<file path="config.mk">
export PLATFORM = sky130hd
export DESIGN_NAME = pipe_ctrl_flat
export DESIGN_NICKNAME = d
export VERILOG_FILES = /design/src/rtl/pipe_ctrl_if.sv /design/src/rtl/pipe_ctrl.sv /design/src/flat_wrapper.sv
export SDC_FILE = /design/constraint.sdc
export NUM_CORES = 1
export LEC_CHECK = 0
export BUFFER_PORTS_ARGS = -buffer_cell sky130_fd_sc_hd__buf_2
export CAP_MARGIN = 40
export CORE_AREA = 2 2 77 64
export CTS_BUF_LIST = sky130_fd_sc_hd__clkbuf_4 sky130_fd_sc_hd__clkbuf_8
export DETAILED_ROUTE_END_ITERATION = 7
export DIE_AREA = 0 0 79 66
export GPL_TIMING_DRIVEN = 0
export PLACE_DENSITY = 0.78
export SLEW_MARGIN = 20
export SYNTH_ARGS = -nofsm -noshare
export SYNTH_HDL_FRONTEND = slang
export SYNTH_SLANG_ARGS = --single-unit
</file>
<file path="constraint.sdc">
create_clock -name clk -period 1.7 [get_ports clk]
set_input_delay 0.17 -clock clk [delete_from_list [all_inputs] [get_ports clk]]
set_output_delay 0.17 -clock clk [all_outputs]
set_load 0.02 [all_outputs]
</file>
<file path="src/rtl/pipe_ctrl_if.sv">
// pipe_ctrl_if: handshake, execute-status and pipeline-control bundle between
// the run-mode sequencer (slave side) and the host/loader/pipeline side (master).
interface pipe_ctrl_if #(
    parameter int NSTAGE = 3,
    parameter int LAT_W  = 5
);
    // host / loader handshake
    logic                  host_start;
    logic                  load_done;
    logic                  load_ack;
    // execute-stage status
    logic [LAT_W-1:0]      ex_wait;
    logic                  ex_busy;
    logic                  hazard;
    logic                  flush;
    logic                  stop_req;
    // sequencer outputs
    logic [1:0]            mode;
    logic [2*NSTAGE-1:0]   upd;
    logic                  ex_done;
    logic                  ex_start;
    logic [LAT_W-1:0]      lat_cnt;
    logic [31:0]           cyc_cnt;
    logic [31:0]           stall_cnt;
    logic [31:0]           bubble_cnt;
    logic [31:0]           flush_cnt;

    modport master (
        output host_start, load_done, load_ack,
        output ex_wait, ex_busy, hazard, flush, stop_req,
        input  mode, upd, ex_done, ex_start, lat_cnt,
        input  cyc_cnt, stall_cnt, bubble_cnt, flush_cnt
    );

    modport slave (
        input  host_start, load_done, load_ack,
        input  ex_wait, ex_busy, hazard, flush, stop_req,
        output mode, upd, ex_done, ex_start, lat_cnt,
        output cyc_cnt, stall_cnt, bubble_cnt, flush_cnt
    );
endinterface

</file>
<file path="src/rtl/pipe_ctrl.sv">
// pipe_ctrl: run-mode sequencer (STALL/LOAD/EXEC/STOP) for an NSTAGE-deep
// register pipeline. Owns the execute latency counter, the per-boundary
// hold/advance/clear codes, taken-branch flush, hazard bubble insertion at
// boundary HAZ_STAGE and restart from STOP.
// Optional build macro: PIPE_PERF_EN enables the 32-bit performance counters;
// without it the counter outputs are tied to zero.
module pipe_ctrl #(
    parameter int NSTAGE    = 3,
    parameter int LAT_W     = 5,
    parameter int HAZ_STAGE = 1
) (
    input  logic          clk,
    input  logic          rst,
    pipe_ctrl_if.slave    bus
);

    typedef enum logic [1:0] {
        ST_STALL = 2'd0,
        ST_LOAD  = 2'd1,
        ST_EXEC  = 2'd2,
        ST_STOP  = 2'd3
    } mode_e;

    localparam logic [1:0] UPD_HOLD  = 2'b00;
    localparam logic [1:0] UPD_ADV   = 2'b01;
    localparam logic [1:0] UPD_CLEAR = 2'b10;

    mode_e              mode_q;
    mode_e              mode_d;
    logic [LAT_W-1:0]   lat_cnt_q;
    logic [LAT_W-1:0]   lat_cnt_d;
    logic               ex_start_q;
    logic               ex_start_d;
    logic               ex_done_s;
    logic [2*NSTAGE-1:0] upd_s;

    // Execute completes once the latency count has reached the requested wait
    // and the external unit is not holding us off.
    always_comb begin
        ex_done_s = 1'b0;
        if (mode_q == ST_EXEC) begin
            ex_done_s = (lat_cnt_q >= bus.ex_wait) && !bus.ex_busy;
        end else begin
            ex_done_s = 1'b0;
        end
    end

    // Next-state, latency counter and start pulse for the run-mode FSM.
    always_comb begin
        mode_d     = mode_q;
        lat_cnt_d  = {LAT_W{1'b0}};
        ex_start_d = 1'b0;
        case (mode_q)
            ST_STALL: begin
                if (bus.host_start) begin
                    mode_d = ST_LOAD;
                end else begin
                    mode_d = ST_STALL;
                end
            end
            ST_LOAD: begin
                if (bus.load_done && bus.load_ack) begin
                    mode_d     = ST_EXEC;
                    ex_start_d = 1'b1;
                end else begin
                    mode_d     = ST_LOAD;
                    ex_start_d = 1'b0;
                end
            end
            ST_EXEC: begin
                // Count only up to ex_wait; beyond that we are waiting on ex_busy.
                if (ex_done_s) begin
                    lat_cnt_d = {LAT_W{1'b0}};
                end else if (lat_cnt_q < bus.ex_wait) begin
                    lat_cnt_d = lat_cnt_q + LAT_W'(1);
                end else begin
                    lat_cnt_d = lat_cnt_q;
                end
                if (bus.stop_req && ex_done_s) begin
                    mode_d     = ST_STOP;
                    ex_start_d = 1'b0;
                end else begin
                    mode_d     = ST_EXEC;
                    ex_start_d = ex_done_s;
                end
            end
            ST_STOP: begin
                if (bus.host_start) begin
                    mode_d = ST_STALL;
                end else begin
                    mode_d = ST_STOP;
                end
            end
            default: begin
                mode_d = ST_STALL;
            end
        endcase
    end

    // Per-boundary pipeline register codes; flush takes priority over hazard.
    always_comb begin
        upd_s = {(2*NSTAGE){1'b0}};
        case (mode_q)
            ST_STALL, ST_LOAD: begin
                for (int i = 0; i < NSTAGE; i++) begin
                    upd_s[2*i +: 2] = UPD_CLEAR;
                end
            end
            ST_EXEC: begin
                for (int i = 0; i < NSTAGE; i++) begin
                    if (!ex_done_s) begin
                        upd_s[2*i +: 2] = UPD_HOLD;
                    end else if (bus.flush) begin
                        upd_s[2*i +: 2] = (i <= HAZ_STAGE) ? UPD_CLEAR : UPD_ADV;
                    end else if (bus.hazard) begin
                        if (i < HAZ_STAGE) begin
                            upd_s[2*i +: 2] = UPD_HOLD;
                        end else if (i == HAZ_STAGE) begin
                            upd_s[2*i +: 2] = UPD_CLEAR;
                        end else begin
                            upd_s[2*i +: 2] = UPD_ADV;
                        end
                    end else begin
                        upd_s[2*i +: 2] = UPD_ADV;
                    end
                end
            end
            ST_STOP: begin
                for (int i = 0; i < NSTAGE; i++) begin
                    upd_s[2*i +: 2] = UPD_HOLD;
                end
            end
            default: begin
                for (int i = 0; i < NSTAGE; i++) begin
                    upd_s[2*i +: 2] = UPD_CLEAR;
                end
            end
        endcase
    end

    // State, latency counter and start-pulse registers.
    always_ff @(posedge clk) begin
        if (rst) begin
            mode_q     <= ST_STALL;
            lat_cnt_q  <= {LAT_W{1'b0}};
            ex_start_q <= 1'b0;
        end else begin
            mode_q     <= mode_d;
            lat_cnt_q  <= lat_cnt_d;
            ex_start_q <= ex_start_d;
        end
    end

    assign bus.mode     = mode_q;
    assign bus.lat_cnt  = lat_cnt_q;
    assign bus.ex_start = ex_start_q;
    assign bus.ex_done  = ex_done_s;
    assign bus.upd      = upd_s;

`ifdef PIPE_PERF_EN
    logic [31:0] cyc_cnt_q;
    logic [31:0] cyc_cnt_d;
    logic [31:0] stall_cnt_q;
    logic [31:0] stall_cnt_d;
    logic [31:0] bubble_cnt_q;
    logic [31:0] bubble_cnt_d;
    logic [31:0] flush_cnt_q;
    logic [31:0] flush_cnt_d;

    // Performance counters: restart on every new program load, wrap at 2^32.
    always_comb begin
        cyc_cnt_d    = cyc_cnt_q;
        stall_cnt_d  = stall_cnt_q;
        bubble_cnt_d = bubble_cnt_q;
        flush_cnt_d  = flush_cnt_q;
        if ((mode_q == ST_STALL) && bus.host_start) begin
            cyc_cnt_d    = 32'd0;
            stall_cnt_d  = 32'd0;
            bubble_cnt_d = 32'd0;
            flush_cnt_d  = 32'd0;
        end else if (mode_q == ST_EXEC) begin
            cyc_cnt_d = cyc_cnt_q + 32'd1;
            if (!ex_done_s) begin
                stall_cnt_d = stall_cnt_q + 32'd1;
            end else if (bus.flush) begin
                flush_cnt_d = flush_cnt_q + 32'd1;
            end else if (bus.hazard) begin
                bubble_cnt_d = bubble_cnt_q + 32'd1;
            end else begin
                stall_cnt_d = stall_cnt_q;
            end
        end else begin
            cyc_cnt_d = cyc_cnt_q;
        end
    end

    // Performance counter registers.
    always_ff @(posedge clk) begin
        if (rst) begin
            cyc_cnt_q    <= 32'd0;
            stall_cnt_q  <= 32'd0;
            bubble_cnt_q <= 32'd0;
            flush_cnt_q  <= 32'd0;
        end else begin
            cyc_cnt_q    <= cyc_cnt_d;
            stall_cnt_q  <= stall_cnt_d;
            bubble_cnt_q <= bubble_cnt_d;
            flush_cnt_q  <= flush_cnt_d;
        end
    end

    assign bus.cyc_cnt    = cyc_cnt_q;
    assign bus.stall_cnt  = stall_cnt_q;
    assign bus.bubble_cnt = bubble_cnt_q;
    assign bus.flush_cnt  = flush_cnt_q;
`else
    assign bus.cyc_cnt    = 32'd0;
    assign bus.stall_cnt  = 32'd0;
    assign bus.bubble_cnt = 32'd0;
    assign bus.flush_cnt  = 32'd0;
`endif

endmodule

</file>
<file path="src/flat_wrapper.sv">
// flat-port wrapper written by rule: the top's interface ports become plain ports
module pipe_ctrl_flat 
#(
    parameter int NSTAGE    = 3,
    parameter int LAT_W     = 5,
    parameter int HAZ_STAGE = 1
)
  (clk, rst, bus_host_start, bus_load_done, bus_load_ack, bus_ex_wait, bus_ex_busy, bus_hazard, bus_flush, bus_stop_req, bus_mode, bus_upd, bus_ex_done, bus_ex_start, bus_lat_cnt, bus_cyc_cnt, bus_stall_cnt, bus_bubble_cnt, bus_flush_cnt);
  pipe_ctrl_if #(.NSTAGE(NSTAGE), .LAT_W(LAT_W)) bus_i ();
  input  logic clk;
  input  logic rst;
  input wire logic [$bits(bus_i.host_start)-1:0] bus_host_start;
  input wire logic [$bits(bus_i.load_done)-1:0] bus_load_done;
  input wire logic [$bits(bus_i.load_ack)-1:0] bus_load_ack;
  input wire logic [$bits(bus_i.ex_wait)-1:0] bus_ex_wait;
  input wire logic [$bits(bus_i.ex_busy)-1:0] bus_ex_busy;
  input wire logic [$bits(bus_i.hazard)-1:0] bus_hazard;
  input wire logic [$bits(bus_i.flush)-1:0] bus_flush;
  input wire logic [$bits(bus_i.stop_req)-1:0] bus_stop_req;
  output wire logic [$bits(bus_i.mode)-1:0] bus_mode;
  output wire logic [$bits(bus_i.upd)-1:0] bus_upd;
  output wire logic [$bits(bus_i.ex_done)-1:0] bus_ex_done;
  output wire logic [$bits(bus_i.ex_start)-1:0] bus_ex_start;
  output wire logic [$bits(bus_i.lat_cnt)-1:0] bus_lat_cnt;
  output wire logic [$bits(bus_i.cyc_cnt)-1:0] bus_cyc_cnt;
  output wire logic [$bits(bus_i.stall_cnt)-1:0] bus_stall_cnt;
  output wire logic [$bits(bus_i.bubble_cnt)-1:0] bus_bubble_cnt;
  output wire logic [$bits(bus_i.flush_cnt)-1:0] bus_flush_cnt;
  assign bus_i.host_start = bus_host_start;
  assign bus_i.load_done = bus_load_done;
  assign bus_i.load_ack = bus_load_ack;
  assign bus_i.ex_wait = bus_ex_wait;
  assign bus_i.ex_busy = bus_ex_busy;
  assign bus_i.hazard = bus_hazard;
  assign bus_i.flush = bus_flush;
  assign bus_i.stop_req = bus_stop_req;
  assign bus_mode = bus_i.mode;
  assign bus_upd = bus_i.upd;
  assign bus_ex_done = bus_i.ex_done;
  assign bus_ex_start = bus_i.ex_start;
  assign bus_lat_cnt = bus_i.lat_cnt;
  assign bus_cyc_cnt = bus_i.cyc_cnt;
  assign bus_stall_cnt = bus_i.stall_cnt;
  assign bus_bubble_cnt = bus_i.bubble_cnt;
  assign bus_flush_cnt = bus_i.flush_cnt;
  pipe_ctrl #(.NSTAGE(NSTAGE), .LAT_W(LAT_W), .HAZ_STAGE(HAZ_STAGE)) u_core (.clk(clk), .rst(rst), .bus(bus_i));
endmodule
</file>
Yosys cells after proc, flatten, opt, wreduce, memory -nomap -nowiden
Cells that the tools add are included.
{"block": "totals", "wordCells": 34, "register_bits": 8}
{"block": "classes", "n_eq_ne": 3, "n_reduce_logical": 7, "n_addsub": 1, "muxes": 17, "order_cmp": 2, "n_bitwise": 1}
{"op": "$pmux W6 S3", "count": 1}
{"op": "$mux W2", "count": 7}
{"op": "$pmux W2 S4", "count": 1}
{"op": "$mux W1", "count": 7}
{"op": "$add A5 B1 Y5 const B", "count": 1}
{"op": "$ge A5 B5 Y1", "count": 1}
{"op": "$lt A5 B5 Y1", "count": 1}
{"op": "$eq A2 B2 Y1 const B", "count": 2}
{"op": "$logic_and A1 B1 Y1", "count": 3}
{"op": "$reduce_or A3 Y1", "count": 1}
{"op": "$eq A2 B1 Y1 const B", "count": 1}
{"op": "$logic_not A2 Y1", "count": 1}
{"op": "$pmux W1 S2", "count": 1}
{"op": "$reduce_or A2 Y1", "count": 1}
{"op": "$logic_not A1 Y1", "count": 1}
{"op": "$not A1 Y1", "count": 1}

Logic depth before layout (Yosys ltp)
{"block": "logic_depth", "depth_word": 6, "ltp_mapped": 7}

Worst setup path before layout
No wires, ideal clock.
{"block": "synth_path", "path_kind": "flip-flop to output port", "startpoint": "register u_core.lat_cnt_q[0] (netlist: u_core.bus.lat_cnt[0])", "endpoint": "output bus_upd[2]", "slack_ps": -460, "required_ps": 1530, "n_path_buf": 1, "t_arrival_ps": 1990, "path_stages_with_launch": 8, "cell_sequence": "dfxtp_1 inv_1 ha_1 nor2b_1 o21ai_1 a21oi_4 nor3_1 buf_4"}
{"block": "synth_via", "elab_chain_cells": 5}
{"element": "from (decl)", "line": "pipe_ctrl.sv:30", "source": "logic [LAT_W-1:0] lat_cnt_q;"}
{"element": "from (signal assigned)", "line": "pipe_ctrl.sv:145", "source": "lat_cnt_q <= {LAT_W{1'b0}};"}
{"element": "from (signal assigned)", "line": "pipe_ctrl.sv:149", "source": "lat_cnt_q <= lat_cnt_d;"}
{"element": "$ge A5 B5 Y1", "line": "pipe_ctrl.sv:42", "source": "ex_done_s = (lat_cnt_q >= bus.ex_wait) && !bus.ex_busy;"}
{"element": "$logic_and A1 B1 Y1", "line": "pipe_ctrl.sv:42"}
{"element": "$mux W1", "line": "pipe_ctrl.sv:41", "source": "if (mode_q == ST_EXEC) begin"}
{"element": "$mux W2", "line": "pipe_ctrl.sv:111", "source": "if (!ex_done_s) begin"}
{"element": "$pmux W6 S3", "line": "pipe_ctrl.sv:103", "source": "case (mode_q)"}
{"element": "to (decl)", "line": "flat_wrapper.sv:21", "source": "output wire logic [$bits(bus_i.upd)-1:0] bus_upd;"}
Every way passes these cells.

Final worst setup path
{"block": "layout_path", "startpoint": "register u_core.lat_cnt_q[4] (netlist: u_core.bus.lat_cnt[4])", "endpoint": "output bus_upd[1]"}
Same word-level chain as after synthesis.

==> results.py <==
metrics = {
    "synth": {
        "synthArstFlopShare_pct": 0,
        "yosysWarnings": 0,
        "synth-seq-cells": 8,
        "netlist_area_um2": 1630,
        "synthAdderAreaFrac_pct": 7.69,
        "synthTopCellsByArea": "buf_4 (59%), dfxtp_1 (9.8%), ha_1 (7.7%), inv_1 (2.8%), a21oi_1 (2.5%)",
        "synth_top_cell_area_share_pct": 59.5,
        "ys.flop_type": "dfxtp_1",
        "yosysMostFrequentCell": "buf_4",
        "synth_common_cells": "buf_4 (129), inv_1 (12), ha_1 (10)",
        "synth_compound_gate_area_share_pct": 11.0,
        "avgSynthCellArea_um2": 7.71,
        "synthMuxAreaShare_pct": 0,
        "ys_types": 28,
        "yosysSeqAreaShare_pct": 9.84,
        "yosys.area_share.simple_pct": 8.76,
        "netlist_instances": 211,
        "synth_edf_count": 0,
        "synth_xor_area_share_pct": 0,
        "synth_top_family_by_area": "buffers and inverters",
        "synth_largest_area_cell": "buf_4",
    },
    "pwr": {
        "peakVddDrop_uv": 264,
        "p_leak_nw": 1.63,
        "p_per_area_nw_per_um2": 399,
        "total_power_mw": 1.03,
    },
    "grt": {
        "grt.total_usage_pct": 10.2,
        "grtUsageMet1_pct": 10.2,
        "grt_pass1_vias": 1096,
        "grt_pass1_wl_um": 4420,
        "antenna_found_initial": 0,
        "grt_max_degree": 11,
        "grtUsageMet2_pct": 19.8,
        "grt_util_met3_pct": 3.28,
        "overflow": 0,
        "top_usage_layer": "met2",
    },
    "worst_setup_path": {
        "max_stage_delay_ns": 0.34,
        "critical-path-top-delay-family": "compound AO/OA/AOI/OAI gates",
        "crit_arrival_ns": 1.71,
        "timing.rr.start": "u_core.bus.lat_cnt[4]$_SDFFE_PP0N_",
        "worstPathCellList": "ha_4, a21o_1, and3_4, a21oi_4, inv_2, a21o_1, buf_6",
        "critPathBufInv": 2,
        "crit_path_top_delay_cell": "dfxtp_4",
        "cp-start-kind": "flop",
        "reg2reg_to": "u_core.bus.ex_start$_SDFF_PP0_",
        "critPathKind": "reg -> out",
        "cp_data_required_time_ns": 1.53,
        "end_kind": "output port",
        "critical_path.max_fanout": 5,
        "cp_common_cell": "a21o_1",
        "rr_worst_depth": 7,
        "r2r_slack_ns": 0.14,
    },
    "die": {
        "die_w_um": 79,
        "initial_core_util_pct": 36.5,
        "dieArea_um2": 5210,
        "rows": 22,
        "die_y_um": 66,
        "num_io_pins": 157,
        "core_area_um2": 4460,
    },
    "cells_and_area": {
        "fin_util_pct": 57.7,
        "num_antenna_cells": 0,
        "stdcell_area_um2": 2570,
        "final_cells": 438,
        "fin_nets": 403,
        "fill_cells": 409,
        "drive_gt1_share_pct": 52.1,
        "syn_to_final_growth_pct": 58.0,
    },
    "timing": {
        "rsz0062_at_grt": "yes",
        "maxSlewViolCount": 0,
        "whs_ns": 0.148,
        "post-route-period-util_pct": 111,
        "hold_viol": 0,
        "setup_viol": 6,
        "fin_skew_ns": 0.00379,
        "max_freq_mhz": 532,
        "period_minus_slack_ns": 1.88,
        "tns_ns": -0.563,
        "layout_setup_ws_ns": -0.181,
    },
    "route": {
        "remaining_drc_errors": 0,
        "wl_per_cell_um": 7.28,
        "drt-total-wl_um": 3190,
        "viasPerCell": 3.19,
        "dr_total_vias": 1396,
        "first_pass_iters": 4,
        "drt.antenna.violating_nets": 0,
        "drtIter0Drc": 22,
    },
    "min_path": {
        "min-delay-start": "bus_stop_req",
        "hold_end": "u_core.bus.ex_start$_SDFF_PP0_",
        "holdCritPathClass": "in -> reg",
        "hold-path-cell-count": 2,
    },
    "clocking": {
        "clockRootBuffer": "clkbuf_8",
        "h-tree-depth": 1,
        "cts_tree": "done",
        "cts-buffers-inserted": 3,
        "insertion_delay_ns": 0.23,
        "ctsHoldBuffers": 0,
        "cts_buffer_depth": 2,
        "cts_sinks": 8,
        "clkTransAtPathRegs_ns": 0.05,
    },
    "outcome": {
        "violations": "setup timing",
        "outcome": "complete, but fails checks",
    },
    "placed_design": {
        "placed_area_um2": 2360,
        "io_buffers": 28,
        "gp_congestion": 0.756,
        "placed_cells": 426,
        "dpl.hpwl_um": 2770,
        "post-place-ws_ns": -0.0781,
    },
    "flow_run": {
        "cap_violations": 0,
    },
}
## final cells by class
cell class	count	area, um2	area share, %
flip-flops and latches	8	176	6.86
plain buffers	129	972	37.8
multi-input cells	188	1020	39.8
well taps	60	75.1	2.92
repair buffers	36	228	8.85
clock buffers	4	48.8	1.90
inverters	13	48.8	1.90
## power by group
group	switching [mW]	internal [mW]
combinational	0.338	0.236
clock	0.0824	0.179
sequential	0.00292	0.187
total	0.423	0.602
## routing by layer
layer	part of all wire (%)	vias up
met2	52	78
met5	0	-
met1	34	559
li1	-	755
met4	1.5	0
met3	13	4
## kinds of logic after synthesis
| kind of cell | Yosys count |
|---|---|
| buf+inv | 142 |
| other cells | 1 |
| flops | 8 |
| compound gates | 26 |
| fa+ha+maj | 10 |
| simple gates | 24 |
## flip-flops by register name (all words and copies together) (netlist names)
name,flops
u_core.bus.mode,2
u_core.bus.ex_start,1
u_core.bus.lat_cnt,5
## layout by cell type, fill, tap and decap left out, types with 4 or more instances in the layout
cell type  instances
conb_1           128
ha_1               4
dfxtp_2            4
a21oi_1            7
or3_1              4
ha_4               5
buf_2             23
buf_6              5
buf_4            137
inv_1             10
o21ai_0            7
## repair_timing
action | CTS | global route
gates resized for setup | 20 | 2
cloned | 0 | 0
endpoints found under the hold margin | 0 | 0
setup buffers | 6 | 2
pin swaps | 10 | 4
endpoints found under the setup margin | 6 | 6
## worst max-delay path by stage
| stage | startpoint | to | slack [ns] | cells after the start |
|---|---|---|---|---|
| after floorplan | u_core.bus.lat_cnt[1]$_SDFFE_PP0N_ | bus_upd[2] | 0.01 | 6 |
| after global routing | u_core.bus.lat_cnt[4]$_SDFFE_PP0N_ | bus_upd[1] | -0.25 | 7 |
| after detailed placement | u_core.bus.lat_cnt[4]$_SDFFE_PP0N_ | bus_upd[1] | -0.08 | 7 |
| final | u_core.bus.lat_cnt[4]$_SDFFE_PP0N_ | bus_upd[1] | -0.18 | 7 |
| after CTS | u_core.bus.lat_cnt[4]$_SDFFE_PP0N_ | bus_upd[1] | -0.22 | 7 |
| after global placement | u_core.bus.lat_cnt[4]$_SDFFE_PP0N_ | bus_upd[1] | -0.05 | 7 |
Power figures use the tool's default switching activity.
